--- src/rtl/y86_pkg.sv ---
`default_nettype none
// ============================================================================
// Module   : y86_pkg
// Brief    : Shared Y86-64 constants and register-ID decode helper.
// Revision : 1.0
// ============================================================================
package y86_pkg;

    localparam int XLEN  = 64;
    localparam int NREGS = 15;

    localparam logic [3:0] I_HALT   = 4'h0;
    localparam logic [3:0] I_NOP    = 4'h1;
    localparam logic [3:0] I_RRMOVQ = 4'h2;
    localparam logic [3:0] I_IRMOVQ = 4'h3;
    localparam logic [3:0] I_RMMOVQ = 4'h4;
    localparam logic [3:0] I_MRMOVQ = 4'h5;
    localparam logic [3:0] I_OPQ    = 4'h6;
    localparam logic [3:0] I_JXX    = 4'h7;
    localparam logic [3:0] I_CALL   = 4'h8;
    localparam logic [3:0] I_RET    = 4'h9;
    localparam logic [3:0] I_PUSHQ  = 4'hA;
    localparam logic [3:0] I_POPQ   = 4'hB;

    localparam logic [3:0] RNONE = 4'hF;
    localparam logic [3:0] RRSP  = 4'h4;

    typedef struct packed {
        logic [3:0] src_a;
        logic [3:0] src_b;
        logic [3:0] dst_e;
        logic [3:0] dst_m;
    } dec_ids_t;

    // Any icode not matched (including illegal C..F) leaves all IDs at RNONE.
    function automatic dec_ids_t decode_ids(input logic [3:0] icode,
                                            input logic [3:0] ra,
                                            input logic [3:0] rb,
                                            input logic       cnd);
        dec_ids_t d;
        d = {4{RNONE}};
        case (icode)
            I_RRMOVQ: begin d.src_a = ra; d.dst_e = cnd ? rb : RNONE; end
            I_IRMOVQ: begin d.dst_e = rb; end
            I_RMMOVQ: begin d.src_a = ra; d.src_b = rb; end
            I_MRMOVQ: begin d.src_b = rb; d.dst_m = ra; end
            I_OPQ:    begin d.src_a = ra; d.src_b = rb; d.dst_e = rb; end
            I_CALL:   begin d.src_b = RRSP; d.dst_e = RRSP; end
            I_RET:    begin d.src_a = RRSP; d.src_b = RRSP; d.dst_e = RRSP; end
            I_PUSHQ:  begin d.src_a = ra; d.src_b = RRSP; d.dst_e = RRSP; end
            I_POPQ:   begin d.src_a = RRSP; d.src_b = RRSP; d.dst_e = RRSP; d.dst_m = ra; end
            default:  d = {4{RNONE}};
        endcase
        return d;
    endfunction

endpackage
`default_nettype wire

--- src/rtl/y86_regfile.sv ---
`default_nettype none
// ============================================================================
// Module   : y86_regfile
// Brief    : 15x64 register file, two async reads, E/M writes (M wins), debug.
// Revision : 1.0
// ============================================================================
module y86_regfile
    import y86_pkg::*;
#(
    parameter logic [XLEN-1:0] RSP_INIT = '0
) (
    input  logic            clk,
    input  logic            rst,
    input  logic            i_we_e,
    input  logic [3:0]      i_dst_e,
    input  logic [XLEN-1:0] i_val_e,
    input  logic            i_we_m,
    input  logic [3:0]      i_dst_m,
    input  logic [XLEN-1:0] i_val_m,
    input  logic [3:0]      i_src_a,
    input  logic [3:0]      i_src_b,
    output logic [XLEN-1:0] o_val_a,
    output logic [XLEN-1:0] o_val_b,
    input  logic [3:0]      i_dbg_sel,
    output logic [XLEN-1:0] o_dbg_data
);

    logic [XLEN-1:0] r_regs [0:NREGS-1];

    // M write is issued last so it takes the register when both ports target it.
    always_ff @(posedge clk) begin
        if (rst) begin
            for (int i = 0; i < NREGS; i++) begin
                r_regs[i] <= '0;
            end
            r_regs[RRSP] <= RSP_INIT;
        end else begin
            if (i_we_e && (i_dst_e != RNONE)) begin
                r_regs[i_dst_e] <= i_val_e;
            end
            if (i_we_m && (i_dst_m != RNONE)) begin
                r_regs[i_dst_m] <= i_val_m;
            end
        end
    end

    assign o_val_a    = (i_src_a   == RNONE) ? '0 : r_regs[i_src_a];
    assign o_val_b    = (i_src_b   == RNONE) ? '0 : r_regs[i_src_b];
    assign o_dbg_data = (i_dbg_sel == RNONE) ? '0 : r_regs[i_dbg_sel];

endmodule
`default_nettype wire

--- src/rtl/decode_writeback.sv ---
`default_nettype none
// ============================================================================
// Module   : decode_writeback
// Brief    : Y86-64 SEQ decode/write-back stage: register-ID decode + regfile.
// Revision : 1.0
// ============================================================================
module decode_writeback
    import y86_pkg::*;
#(
    parameter logic [63:0] RSP_INIT = 64'h0
) (
    input  logic        clk,
    input  logic        reset,
    input  logic [3:0]  icode,
    input  logic [3:0]  rA,
    input  logic [3:0]  rB,
    input  logic        cnd,
    input  logic [63:0] valE,
    input  logic [63:0] valM,
    input  logic        wb_en,
    output logic [63:0] valA,
    output logic [63:0] valB,
    output logic [3:0]  srcA,
    output logic [3:0]  srcB,
    output logic [3:0]  dstE,
    output logic [3:0]  dstM,
    input  logic [3:0]  dbg_sel,
    output logic [63:0] dbg_data
);

    dec_ids_t w_ids;

    assign w_ids = decode_ids(icode, rA, rB, cnd);
    assign srcA  = w_ids.src_a;
    assign srcB  = w_ids.src_b;
    assign dstE  = w_ids.dst_e;
    assign dstM  = w_ids.dst_m;

    y86_regfile #(
        .RSP_INIT (RSP_INIT)
    ) u_regfile (
        .clk        (clk),
        .rst        (reset),
        .i_we_e     (wb_en),
        .i_dst_e    (w_ids.dst_e),
        .i_val_e    (valE),
        .i_we_m     (wb_en),
        .i_dst_m    (w_ids.dst_m),
        .i_val_m    (valM),
        .i_src_a    (w_ids.src_a),
        .i_src_b    (w_ids.src_b),
        .o_val_a    (valA),
        .o_val_b    (valB),
        .i_dbg_sel  (dbg_sel),
        .o_dbg_data (dbg_data)
    );

endmodule
`default_nettype wire

--- config.mk ---
export PLATFORM = sky130hd
export DESIGN_NAME = decode_writeback
export DESIGN_NICKNAME = d
export VERILOG_FILES = /design/src/rtl/y86_pkg.sv /design/src/rtl/y86_regfile.sv /design/src/rtl/decode_writeback.sv
export SDC_FILE = /design/constraint.sdc
export NUM_CORES = 2
export LEC_CHECK = 0
export CAP_MARGIN = 0
export CORE_ASPECT_RATIO = 2
export CORE_MARGIN = 2
export CORE_UTILIZATION = 55
export DETAILED_ROUTE_END_ITERATION = 12
export GPL_ROUTABILITY_DRIVEN = 1
export PLACE_DENSITY = 0.74
export SYNTH_ARGS = -nofsm -noshare
export SYNTH_HDL_FRONTEND = slang
export SYNTH_HIERARCHICAL = 1
export SYNTH_SLANG_ARGS = --single-unit
--- constraint.sdc ---
create_clock -name clk -period 11.3 [get_ports clk]
set_input_delay 2.26 -clock clk [delete_from_list [all_inputs] [get_ports clk]]
set_output_delay 2.26 -clock clk [all_outputs]
set_load 0.02 [all_outputs]
# Word-level counts from Yosys, hierarchy flattened

Memory sizes are Yosys's and may differ from the RTL's.
Index checks and enable logic that the tools add are counted.

Memory bits (read-only): 0
Memories: 1
Word-level logic and storage cells: 49
Latch bits: 0
Bits in registers: 0
Memory bits (writable): 960
Output and inout port bits: 208

Order comparisons: 0
Multiply operators: 0
Div/mod/pow operators: 0
Bitwise logic cells: 1
Equal/unequal tests: 14
Reductions and logical operators: 10
Mux-type cells: 23
Shift-type cells: 0
Add/subtract/negate cells: 0

Memory list:

| memory           | depth | bits a word | rd ports | clocked after memory_dff | wr ports | RTL line          | text |
|---|---|---|---|---|---|---|---|
| u_regfile.r_regs | 15    | 64          | 3        | 0                        | 15       | y86_regfile.sv:28 | `logic [XLEN-1:0] r_regs [0:NREGS-1];` |

Operator list:

| kind                 | number |
|---|---|
| $mux W64             | 6 |
| $reduce_or A64 Y1    | 2 |
| $eq A4 B4 Y1 const B | 7 |
| $mux W4              | 4 |
| $pmux W4 S2          | 2 |
| $eq A4 B3 Y1 const B | 3 |
| $pmux W4 S3          | 1 |
| $mux W1              | 10 |
| $eq A4 B2 Y1 const B | 2 |
| $ne A4 B4 Y1 const B | 2 |
| $reduce_or A4 Y1     | 2 |
| $reduce_or A2 Y1     | 3 |
| $reduce_or A3 Y1     | 1 |
| $logic_and A1 B1 Y1  | 2 |
| $or A1 B1 Y1         | 1 |

# Logic depth before layout (Yosys ltp)

Depth in word-level cells: 10
Mapped depth: 12
Gate-level depth less buffers: 7

# Hierarchy

The synthesis kept the hierarchy.

Modules (own cells, without submodules):

| module           | area an instance (um^2) | times used | cells an instance |
|---|---|---|---|
| y86_regfile      | 61,187.4                | 1          | 4,524 |
| decode_writeback | 260.2                   | 1          | 42 |

# Worst setup path after synthesis

OpenSTA, ideal clock, no wires.

Kind: input port to flip-flop
Start point: in icode[1]
End point: mem u_regfile.r_regs[1][0], enable pin
Buffers on the path: 2
Setup time: 574 ps
Arrival time: 8,290 ps
Required time: 10,726 ps
Path slack: 2,436 ps
Stages on the path: 7
Path through: buf_4 inv_1 a2111oi_2 o31ai_1 or4b_1 buf_2 o21ai_0

RTL lines:

| element     | RTL line               | text |
|---|---|---|
| from (decl) | decode_writeback.sv:14 | `input logic [3:0] icode,` |
| to (decl)   | y86_regfile.sv:28      |  |

# Final worst setup path

Start point: in icode[3]
End point: out valB[37]

Longest elaborated chain between the ends: 5
Elaborated cells between the ends (all ways): 13
Those cells by class: eq/ne (8); mux (2); reduce/logical (2); memory (1)

Ends and longest elaborated chain:

| element                                                               | RTL line               | text |
|---|---|---|
| $eq A4 B4 Y1 / $eq A4 B3 Y1 (equally long branches)                   | y86_pkg.sv:42          | `case (icode)` |
| $reduce_or A4 Y1 (no line) / $reduce_or A3 Y1 (equally long branches) | -                      |  |
| $pmux W4 S2 *                                                         | y86_pkg.sv:42          |  |
| $mem_v2 Z15 W64 / $eq A4 B4 Y1 (equally long branches)                | -                      |  |
| $mux W64 *                                                            | y86_regfile.sv:48      | `assign o_val_b = (i_src_b == RNONE) ? '0 : r_regs[i_src_b];` |
| to (decl)                                                             | decode_writeback.sv:22 | `output logic [63:0] valB,` |

Mark *: on every way between the ends. The rest lies on a longest branch, timed or not.

==> flow_summary.json <==
{
  "outcome": "finished with violations",
  "violated_checks": "max-capacitance violations",
  "num_io_pins": 356,
  "synth.top_cell.area_share_pct": 46.9,
  "fp.dieH_microns": 477,
  "min-delay-path-class": "input pin to flip-flop",
  "hold_buffers": 0,
  "overall_via_count_from_detail_route": 52600,
  "post_synth_instance_area_sq_um": 61400,
  "synth_sequential_area_ratio_pct": 46.9,
  "top_usage_layer": "met2",
  "timing.setup.tns_ns": 0,
  "rows": 173,
  "dp_hpwl_microns": 144000,
  "synth_top_family_by_area": "multiplexers",
  "synth-edff-count": 960,
  "grt_first_pass_wirelength_microns": 367000,
  "max-slew-margin-rel_pct": 1.84,
  "grt-ovfl-total": 0,
  "yosysWarningCount": 6,
  "worst_setup_path_start_kind": "input pin",
  "dr.first_iter.drc_count": 9766,
  "synthesized_area_fraction_occupied_by_ao_oa_aoi_and_oai_cells_pct": 22.8,
  "grt_antenna_before_repair": 20,
  "max-vdd-ir-drop_v": 0.000131,
  "viasPerCell": 8.67,
  "endpoint": "valB[37]",
  "routabilityCongestion": 0.930,
  "synth_top_area_cell": "edfxtp_1",
  "total_power_uw": 9420,
  "post_synth_xor_area_fraction_pct": 0,
  "largest_register_ff_count": 960,
  "ys_seq_elements": 960,
  "initial_core_util_pct": 55.3,
  "wl_microns": 266000,
  "wl_per_cell_microns": 43.9,
  "finish.net_count": 4633,
  "portBuffers": 355,
  "netlist_instances": 4566,
  "clock_sink_count": 960,
  "timing_max_transition_violations_final": 0,
  "synthAdderAreaFrac_pct": 0,
  "detail-route-antenna-nets": 0,
  "vias_in_the_first_global_route": 51800,
  "setup-violations-final": 0,
  "globalRouteMet1Util_pct": 52.3,
  "layout_common_cells": "960 x a22o_1, 960 x edfxtp_1, 449 x mux2i_1",
  "period_utilization_pct": 83.6,
  "postSynthAreaPerCell_sq_um": 13.5,
  "synthesis.nets": 4714,
  "power_leakage_uw": 0.0240,
  "synth_async_sr_flop_share_pct": 0,
  "final.fill_count": 8417,
  "worst-path-max-fanout": 47,
  "gr-usage-met2_pct": 67.5,
  "worst_ep_required_time_ns": 9.04,
  "final.min_clock_period_ns": 9.45,
  "h_tree_depth": 3,
  "cts-buffers-inserted": 87,
  "yosys_most_used_dff": "edfxtp_1",
  "startpoint": "icode[3]",
  "synth.area.mux_share_pct": 23.8,
  "synthToLayoutAreaGrowth_pct": 11.4,
  "drt_first_pass_iters": 9,
  "max_slew.worst_pin.slew_ns": 1.46,
  "hold_viol": 0,
  "largestRegisters": "u_regfile/r_regs (960)",
  "power_density_nw_per_um2": 138,
  "cts_tree": "done",
  "cap_viol_max_count": 1,
  "grt.met3_usage_pct": 17.0,
  "regMostFlops": "u_regfile/r_regs",
  "timing.fmax_mhz": 106,
  "postCtsSetupBuffers": 0,
  "die_w_microns": 240,
  "arr_time_crit_path_ns": 7.19,
  "post_route_cells_drive_above_1_share_pct": 18.3,
  "design.core.area_sq_um": 111000,
  "synth.area.top_cells": "edfxtp_1 47%, mux4_2 14%, a22o_1 14%",
  "grt_start_max_net_pins": 113,
  "cts_repair_resize_count": 0,
  "rsz_0062_raised_after_global_routing": "no",
  "global_route.usage.total_pct": 45.6,
  "design.die.area_sq_um": 115000,
  "yosysUniqueCellTypes": 51,
  "synth_simple_gate_area_share_pct": 1.50,
  "clock-root-buffer": "clkbuf_16",
  "clk_pin_slew_worst_paths_ns": 0.07,
  "worst-setup-path-type": "input pin to output port",
  "drc_errors": 0,
  "clock_path_buffers": 3,
  "crit_path_end_kind": "output port"
}
[worst min path at each step]
stage / slack [ns] / endpoint / cells after the start / startpoint
2_1_floorplan: 2.46 / u_regfile/r_regs[0][0]$_DFFE_PP_ / 1 / valE[0]
3_3_place_gp: 3.32 / u_regfile/r_regs[9][58]$_DFFE_PP_ / 2 / valE[58]
3_5_place_dp: 3.33 / u_regfile/r_regs[1][0]$_DFFE_PP_ / 2 / valE[0]
4_1_cts: 2.57 / u_regfile/r_regs[1][0]$_DFFE_PP_ / 2 / valE[0]
5_1_grt: 2.63 / u_regfile/r_regs[3][58]$_DFFE_PP_ / 2 / valE[58]
6_report: 2.60 / u_regfile/r_regs[1][0]$_DFFE_PP_ / 2 / valE[0]
[layout make-up]
type | count | area (sq um) | share of cell area (%)
Antenna cell | 23 | 57.6 | 0.0840
Clock buffer | 101 | 2270 | 3.32
Clock inverter | 57 | 558 | 0.815
Inverter | 69 | 262 | 0.382
Multi-Input combinational cell | 2888 | 30000 | 43.8
Sequential cell | 960 | 28800 | 42.1
Tap cell | 1487 | 1860 | 2.72
Timing Repair Buffer | 479 | 4650 | 6.78
[stage by stage]
step                      worst slack (ns)  util, %  area (sq um)  hold slack (ns)  std cells
final                                 1.85     61.7         68500             2.60       6064
after global routing                  1.89     61.6         68500             2.63       6053
after CTS                             2.13     61.6         68400             2.57       6041
after detailed placement              2.13     59.1         65600             3.33       5883
after global placement                2.21     59.1         65600             3.32       5883
after floorplan                       2.44        -         61400             2.46       4566
[critical path, cell delays in order]
cell	delay (ns)
clkdlybuf4s50_1	0.76
and2b_1	0.26
nand2_1	0.21
o21a_1	0.66
nand2b_4	0.77
buf_4	0.52
o22ai_1	0.20
a221oi_1	0.06
o21ai_0	0.67
clkdlybuf4s50_1	0.75
[report_power, final]
group | leakage [uW] | internal, uW | total, uW | switching [uW]
Combinational | 0.0134 | 808 | 2030 | 1230
Clock | 0.00136 | 1640 | 3070 | 1430
Sequential | 0.00916 | 4150 | 4310 | 167
Total | 0.0240 | 6590 | 9420 | 2830
[layer usage]
layer  share of wire, %  wire (microns)
met5              0.015              39
met4                 10           27000
met3                 16           43700
met2                 44          117000
met1                 29           78400
[Yosys cell counts (5+ instances only)]
cell,n
a21oi_1,5
a221oi_1,124
a22o_1,960
a22oi_1,187
buf_1,56
buf_2,199
buf_4,10
buf_6,13
clkbuf_1,371
edfxtp_1,960
inv_1,67
mux2_2,125
mux2i_1,449
mux4_2,386
nand2_1,71
nand2b_1,11
nand3_1,5
nor2_1,33
nor2b_1,10
nor3_1,6
nor3_2,10
o211ai_1,63
o21ai_0,142
o221ai_1,65
o22ai_1,188
[cells by family (layout without fill, tap and decap cells)]
| logic type | after synthesis | after routing |
|---|---|---|
| other cells | 0 | 23 |
| mux | 960 | 960 |
| flops | 960 | 960 |
| compound gates | 1755 | 1755 |
| buf+inv | 718 | 706 |
| simple gates | 173 | 173 |
Power figures use the tool's default switching activity.
